==> src/rtl/data_mem_ctrl.sv <==
// Data-memory controller: bridges the core load/store path to a handshaked
// external memory port with sub-word access, RMW stores, stall and timeout.
module data_mem_ctrl #(
    parameter int S       = 32,
    parameter int AW      = 32,
    parameter int TIMEOUT = 255
) (
    input  logic          clk,
    input  logic          rst_n,
    input  logic [AW-1:0] a,
    input  logic [S-1:0]  din,
    output logic [S-1:0]  dout,
    input  logic          mread,
    input  logic          mwrite,
    input  logic [1:0]    msize,
    input  logic          munsigned,
    output logic          stall,
    output logic          err,
    output logic [AW-1:0] memory_addr,
    output logic          memory_rden,
    output logic          memory_wren,
    input  logic [S-1:0]  memory_read_val,
    output logic [S-1:0]  memory_write_val,
    input  logic          memory_response
);

    localparam int CW = $clog2(TIMEOUT + 1);

    typedef enum logic [1:0] {
        IDLE,
        RD,
        WR,
        DONE
    } state_t;

    state_t         state_q;
    state_t         state_d;
    logic [CW-1:0]  cnt_q;
    logic [1:0]     lane_q;
    logic [1:0]     size_q;
    logic           uns_q;
    logic           store_q;
    logic [S-1:0]   din_q;

    logic           req;
    logic           misaligned;
    logic           timeout_hit;
    logic           start;
    logic           bad;
    logic           abort;
    logic           cnt_clr;
    logic           ld_cap;
    logic           merge;
    logic [S-1:0]   load_val;
    logic [S-1:0]   merge_val;
    logic [7:0]     rb;
    logic [15:0]    rh;

    assign req = mread | mwrite;

    assign misaligned = (msize == 2'b01 && a[0]) ||
                        (msize[1] && a[1:0] != 2'b00);

    assign timeout_hit = (cnt_q == CW'(TIMEOUT - 1));

    assign stall       = req && (state_q != DONE);
    assign memory_rden = (state_q == RD);
    assign memory_wren = (state_q == WR);

    // Pick the addressed lane from the read word and extend it to S bits.
    always_comb begin
        rb = memory_read_val[{lane_q, 3'b000} +: 8];
        rh = lane_q[1] ? memory_read_val[31:16] : memory_read_val[15:0];
        unique case (size_q)
            2'b00:   load_val = {{24{~uns_q & rb[7]}}, rb};
            2'b01:   load_val = {{16{~uns_q & rh[15]}}, rh};
            default: load_val = memory_read_val;
        endcase
    end

    // Overlay the stored byte/half onto the word fetched for read-modify-write.
    always_comb begin
        merge_val = memory_read_val;
        if (size_q == 2'b00) begin
            merge_val[{lane_q, 3'b000} +: 8] = din_q[7:0];
        end else begin
            merge_val[{lane_q[1], 4'b0000} +: 16] = din_q[15:0];
        end
    end

    // Next-state and per-cycle control strobes for the access sequence.
    always_comb begin
        state_d = state_q;
        start   = 1'b0;
        bad     = 1'b0;
        abort   = 1'b0;
        cnt_clr = 1'b0;
        ld_cap  = 1'b0;
        merge   = 1'b0;
        unique case (state_q)
            IDLE: begin
                if (req) begin
                    if (misaligned) begin
                        bad     = 1'b1;
                        state_d = DONE;
                    end else begin
                        start   = 1'b1;
                        cnt_clr = 1'b1;
                        state_d = (mwrite && msize[1]) ? WR : RD;
                    end
                end
            end
            RD: begin
                if (memory_response) begin
                    if (store_q) begin
                        merge   = 1'b1;
                        cnt_clr = 1'b1;
                        state_d = WR;
                    end else begin
                        ld_cap  = 1'b1;
                        state_d = DONE;
                    end
                end else if (timeout_hit) begin
                    abort   = 1'b1;
                    state_d = DONE;
                end
            end
            WR: begin
                if (memory_response) begin
                    state_d = DONE;
                end else if (timeout_hit) begin
                    abort   = 1'b1;
                    state_d = DONE;
                end
            end
            DONE: begin
                state_d = IDLE;
            end
            default: begin
                state_d = IDLE;
            end
        endcase
    end

    // State register.
    always_ff @(posedge clk or negedge rst_n) begin
        if (!rst_n) begin
            state_q <= IDLE;
        end else begin
            state_q <= state_d;
        end
    end

    // Per-phase wait counter, restarted whenever a strobe phase begins.
    always_ff @(posedge clk or negedge rst_n) begin
        if (!rst_n) begin
            cnt_q <= '0;
        end else if (cnt_clr) begin
            cnt_q <= '0;
        end else if (state_q == RD || state_q == WR) begin
            cnt_q <= cnt_q + 1'b1;
        end
    end

    // Request capture and registered memory-side address/data.
    always_ff @(posedge clk or negedge rst_n) begin
        if (!rst_n) begin
            lane_q           <= '0;
            size_q           <= '0;
            uns_q            <= 1'b0;
            store_q          <= 1'b0;
            din_q            <= '0;
            memory_addr      <= '0;
            memory_write_val <= '0;
        end else if (start) begin
            lane_q      <= a[1:0];
            size_q      <= msize;
            uns_q       <= munsigned;
            store_q     <= mwrite;
            din_q       <= din;
            memory_addr <= {a[AW-1:2], 2'b00};
            if (mwrite && msize[1]) begin
                memory_write_val <= din;
            end
        end else if (merge) begin
            memory_write_val <= merge_val;
        end
    end

    // Load result and sticky error flag.
    always_ff @(posedge clk or negedge rst_n) begin
        if (!rst_n) begin
            dout <= '0;
            err  <= 1'b0;
        end else begin
            if (ld_cap) begin
                dout <= load_val;
            end
            if (bad || abort) begin
                err <= 1'b1;
            end
        end
    end

endmodule

==> config.mk <==
export PLATFORM = sky130hd
export DESIGN_NAME = data_mem_ctrl
export DESIGN_NICKNAME = d
export VERILOG_FILES = /design/src/rtl/data_mem_ctrl.sv
export SDC_FILE = /design/constraint.sdc
export NUM_CORES = 1
export LEC_CHECK = 0
export BUFFER_PORTS_ARGS = -buffer_cell sky130_fd_sc_hd__buf_2
export CAP_MARGIN = 10
export CELL_PAD_IN_SITES_DETAIL_PLACEMENT = 0
export CELL_PAD_IN_SITES_GLOBAL_PLACEMENT = 1
export CORE_MARGIN = 1.5
export CORE_UTILIZATION = 39
export DETAILED_ROUTE_END_ITERATION = 10
export GPL_ROUTABILITY_DRIVEN = 1
export GPL_TIMING_DRIVEN = 0
export PLACE_DENSITY = 0.9
export SLEW_MARGIN = 20
export SYNTH_ARGS = -nofsm -noshare
export SYNTH_HDL_FRONTEND = slang
export SYNTH_SLANG_ARGS = --single-unit
==> constraint.sdc <==
create_clock -name clk -period 3 [get_ports clk]
set_input_delay 0.3 -clock clk [delete_from_list [all_inputs] [get_ports clk]]
set_output_delay 0.3 -clock clk [all_outputs]
set_load 0.005 [all_outputs]
==> results.cfg <==
[global_route]
grt_pass1_vias = 6353
grt_overflow = 0
grt_antenna_before_repair = 4
grt_usage_pct = 24.87
grt_pass1_wl_um = 34690
grt_max_degree = 66

[placed_design]
gp_congestion = 0.9096
placed_cell_area_um2 = 8203
pre_cts_ws_ns = 0.4125
io_buffers = 201
place_hpwl_um = 16920

[power]
finalPower_mw = 9.709
p_per_area_nw_per_um2 = 1101
p_leak_nw = 4.285
peakVddDrop_v = 0.0005920

[worst_hold_path]
min_path_type = primary input to flip-flop

[synth]
synth_fa_ha_area_share_pct = 2.184
synth-main-ff-cell = dfrtp_1
ys_seq_elements = 127
synth_edf_count = 0
yosysSeqAreaShare_pct = 46.23
ys_types = 62
yosys_warnings = 0
synth_area_leaders = dfrtp_1 46%, nand2_1 11%, mux2i_1 3.3%
synth_compound_area_share_pct = 20.88
syn_area_um2 = 6874
avgSynthCellArea_um2 = 9.093
synth_top_family_by_area = compound AO/OA/AOI/OAI gates
synthXorXnorAreaFrac_pct = 0.8919
synthMuxAreaShare_pct = 4.496
netlist_instances = 756
netlist.top_cell.by_area = dfrtp_1
synth_top_cell_area_share_pct = 46.23
synth-simple-area-share_pct = 20.48
synthArstFlopShare_pct = 100.0

[flow_run]
maxCapViolCount = 0

[worst_setup_path]
max_stage_delay_ns = 0.46
path_class = flip-flop to flip-flop
cp.buffers_inverters = 3
start_kind = flip-flop
cp_slowest_cell = ha_1
required_ns = 3.29
endpoint_kind = flip-flop
cp_top_family = compound AO/OA/AOI/OAI gates
cp.arrival_ns = 3.00
crit_fanout = 12
crit_chain = buf_4 -> clkinv_1 -> ha_1 -> and3b_1 -> clkbuf_1 -> a31o_2 -> a221oi_1 -> o2bb2ai_1

[drt]
detail_route.first_pass.iterations = 7
viasPerCell = 5.471
drc = 0
routedWlPerCell_um = 18.75
routed_wl_um = 22820
route.vias.total = 6658
ant_nets = 0
drtIter0Drc = 424

[cts]
ctsResizeCount = 0
clkLatencyLatePin_ns = 0.42
ctsRootBufferMaster = clkbuf_16
tritoncts = yes
clock-sinks = 127
postCtsSetupBuffers = 0
numCtsBuffers = 17
cts_max_path_buffers = 2
path_clk_slew_ns = 0.06
htreeDepth = 4
cts_hold_buf = 1

[timing]
tightest_slew_ns = 0.5387
fin_crit_ns = 2.709
finClkSkew_ns = 0.007849
hold_violations = 0
timing.slew.headroom_pct = 63.95
rsz0062_at_grt = false
fmax_mhz = 369.2
whs_ns = 0.05943
setup_viol = 0
final-max-slew-violation-count = 0
fin_crit_sh_pct = 90.28
layout_setup_ws_ns = 0.2915

[layout]
design_area_um2 = 8822
final_core_util_pct = 51.18
drive_above_1_share_pct = 29.47
syn2layout_area_growth_pct = 28.34
finalNetCount = 1095
final.fill_count = 1658

[die]
die_area_um2 = 18430
die_y_um = 135.8
die_x_um = 135.8
io_pins = 204
start_util_pct = 39.88
core_area_um2 = 17240
num_rows = 48

[status]
status = finished clean
## path summary, 6_finish.rpt
path,startpoint,to,slack [ns],cells past startpoint
max,lane_q[1]$_DFFE_PN0P_,memory_write_val[22]$_DFFE_PN0P_,0.29,8
min,a[14],memory_addr[14]$_DFFE_PN0P_,0.06,3
max reg2reg,lane_q[1]$_DFFE_PN0P_,memory_write_val[22]$_DFFE_PN0P_,0.29,8
min reg2reg,memory_addr[19]$_DFFE_PN0P_,memory_addr[19]$_DFFE_PN0P_,0.46,2
max in group asynchronous,rst_n,din_q[11]$_DFFE_PN0P_,1.90,3
min in group asynchronous,rst_n,dout[17]$_DFFE_PN0P_,0.40,2
## cell usage after synthesis (13+ instances only)
cell type  count
a211o_1       13
a21oi_1       26
a221oi_1      17
a311oi_1      13
a31oi_1       21
buf_2         21
clkbuf_1      20
dfrtp_1      127
mux2i_1       23
nand2_1      202
nor2_1        36
nor2b_1       23
nor3_1        23
o21ai_0       30
o2bb2ai_1     18
## stage by stage
step,setup TNS (ns),std cells
global placement,-12.56,1183
global route,0,1216
CTS,0,1216
finish,0,1217
detailed placement,0,1184
floorplan,0,757
## cell usage in the layout, fill, tap and decap left out, types with 4 or more instances in the layout
master	netlist	routed
a21oi_2	9	9
o22ai_1	11	11
a211o_1	13	13
buf_1	5	5
nor2_1	36	36
xor2_1	4	4
nand3_1	10	10
clkbuf_16	0	17
nor3_1	23	23
buf_2	21	221
nand4_1	7	7
o2bb2ai_1	18	18
ha_1	12	12
clkbuf_1	20	21
and3_1	4	4
a21oi_1	26	26
mux2i_1	23	23
buf_4	8	8
o21ai_0	30	30
nor2b_1	23	23
inv_1	6	6
dfrtp_1	127	127
a311o_1	6	6
a222oi_1	7	7
a311oi_1	13	13
a221oi_1	17	17
a31oi_1	21	21
nand2_1	202	202
mux2_2	7	7
## registers in the layout, summed over array words and instances, names as in the netlist
register and cells:
cnt_q 8, din_q 16, dout 32, err 1, lane_q 2, memory_addr 30
memory_write_val 32, size_q 2, state_q 2, store_q 1, uns_q 1
## kinds of logic (layout without fill, tap and decap cells)
kind of cell / Yosys count / in the layout
simple gates: 321 / 321
compound gates: 192 / 192
flops: 127 / 127
buf+inv: 66 / 300
mux: 30 / 30
fa+ha+maj: 12 / 12
xor+xnor: 7 / 7
other cells: 1 / 3
## report_power, final
part / leakage (nW) / switching, mW / internal [mW] / total, mW
logic: 2.44 / 2.60 / 1.93 / 4.53
registers: 1.55 / 0.554 / 2.49 / 3.05
clock network: 0.291 / 0.771 / 1.36 / 2.13
## area by class of cell
type                       count  area [um^2]  share of cell area (%)
multi-input combinational    564         3371                   38.21
clock inverter                10        136.4                   1.546
inverter                       8        30.03                  0.3404
clock buffer                  21        470.5                   5.333
tap                          225        281.5                   3.191
antenna                        1        2.502                 0.02836
buffer                        58        299.0                   3.390
timing repair buffer         203         1054                   11.94
sequential                   127         3178                   36.02
## tightest hold or removal path, delay by kind of cell
family / cells / cell delay, ns
buffers and inverters: 1 / 0.07
AND/OR/NAND/NOR: 2 / 0.08
## routing by layer
layer	share of wire (%)	wire (um)	global-route usage, %	up-vias
li1	-	-	-	3149
met1	43	9790	32.12	3138
met2	44	10130	38.27	320
met3	9.6	2192	7.482	47
met4	3.0	677	11.41	4
met5	0.092	21	0	-
Note: power is estimated with default switching activity, not from simulation.
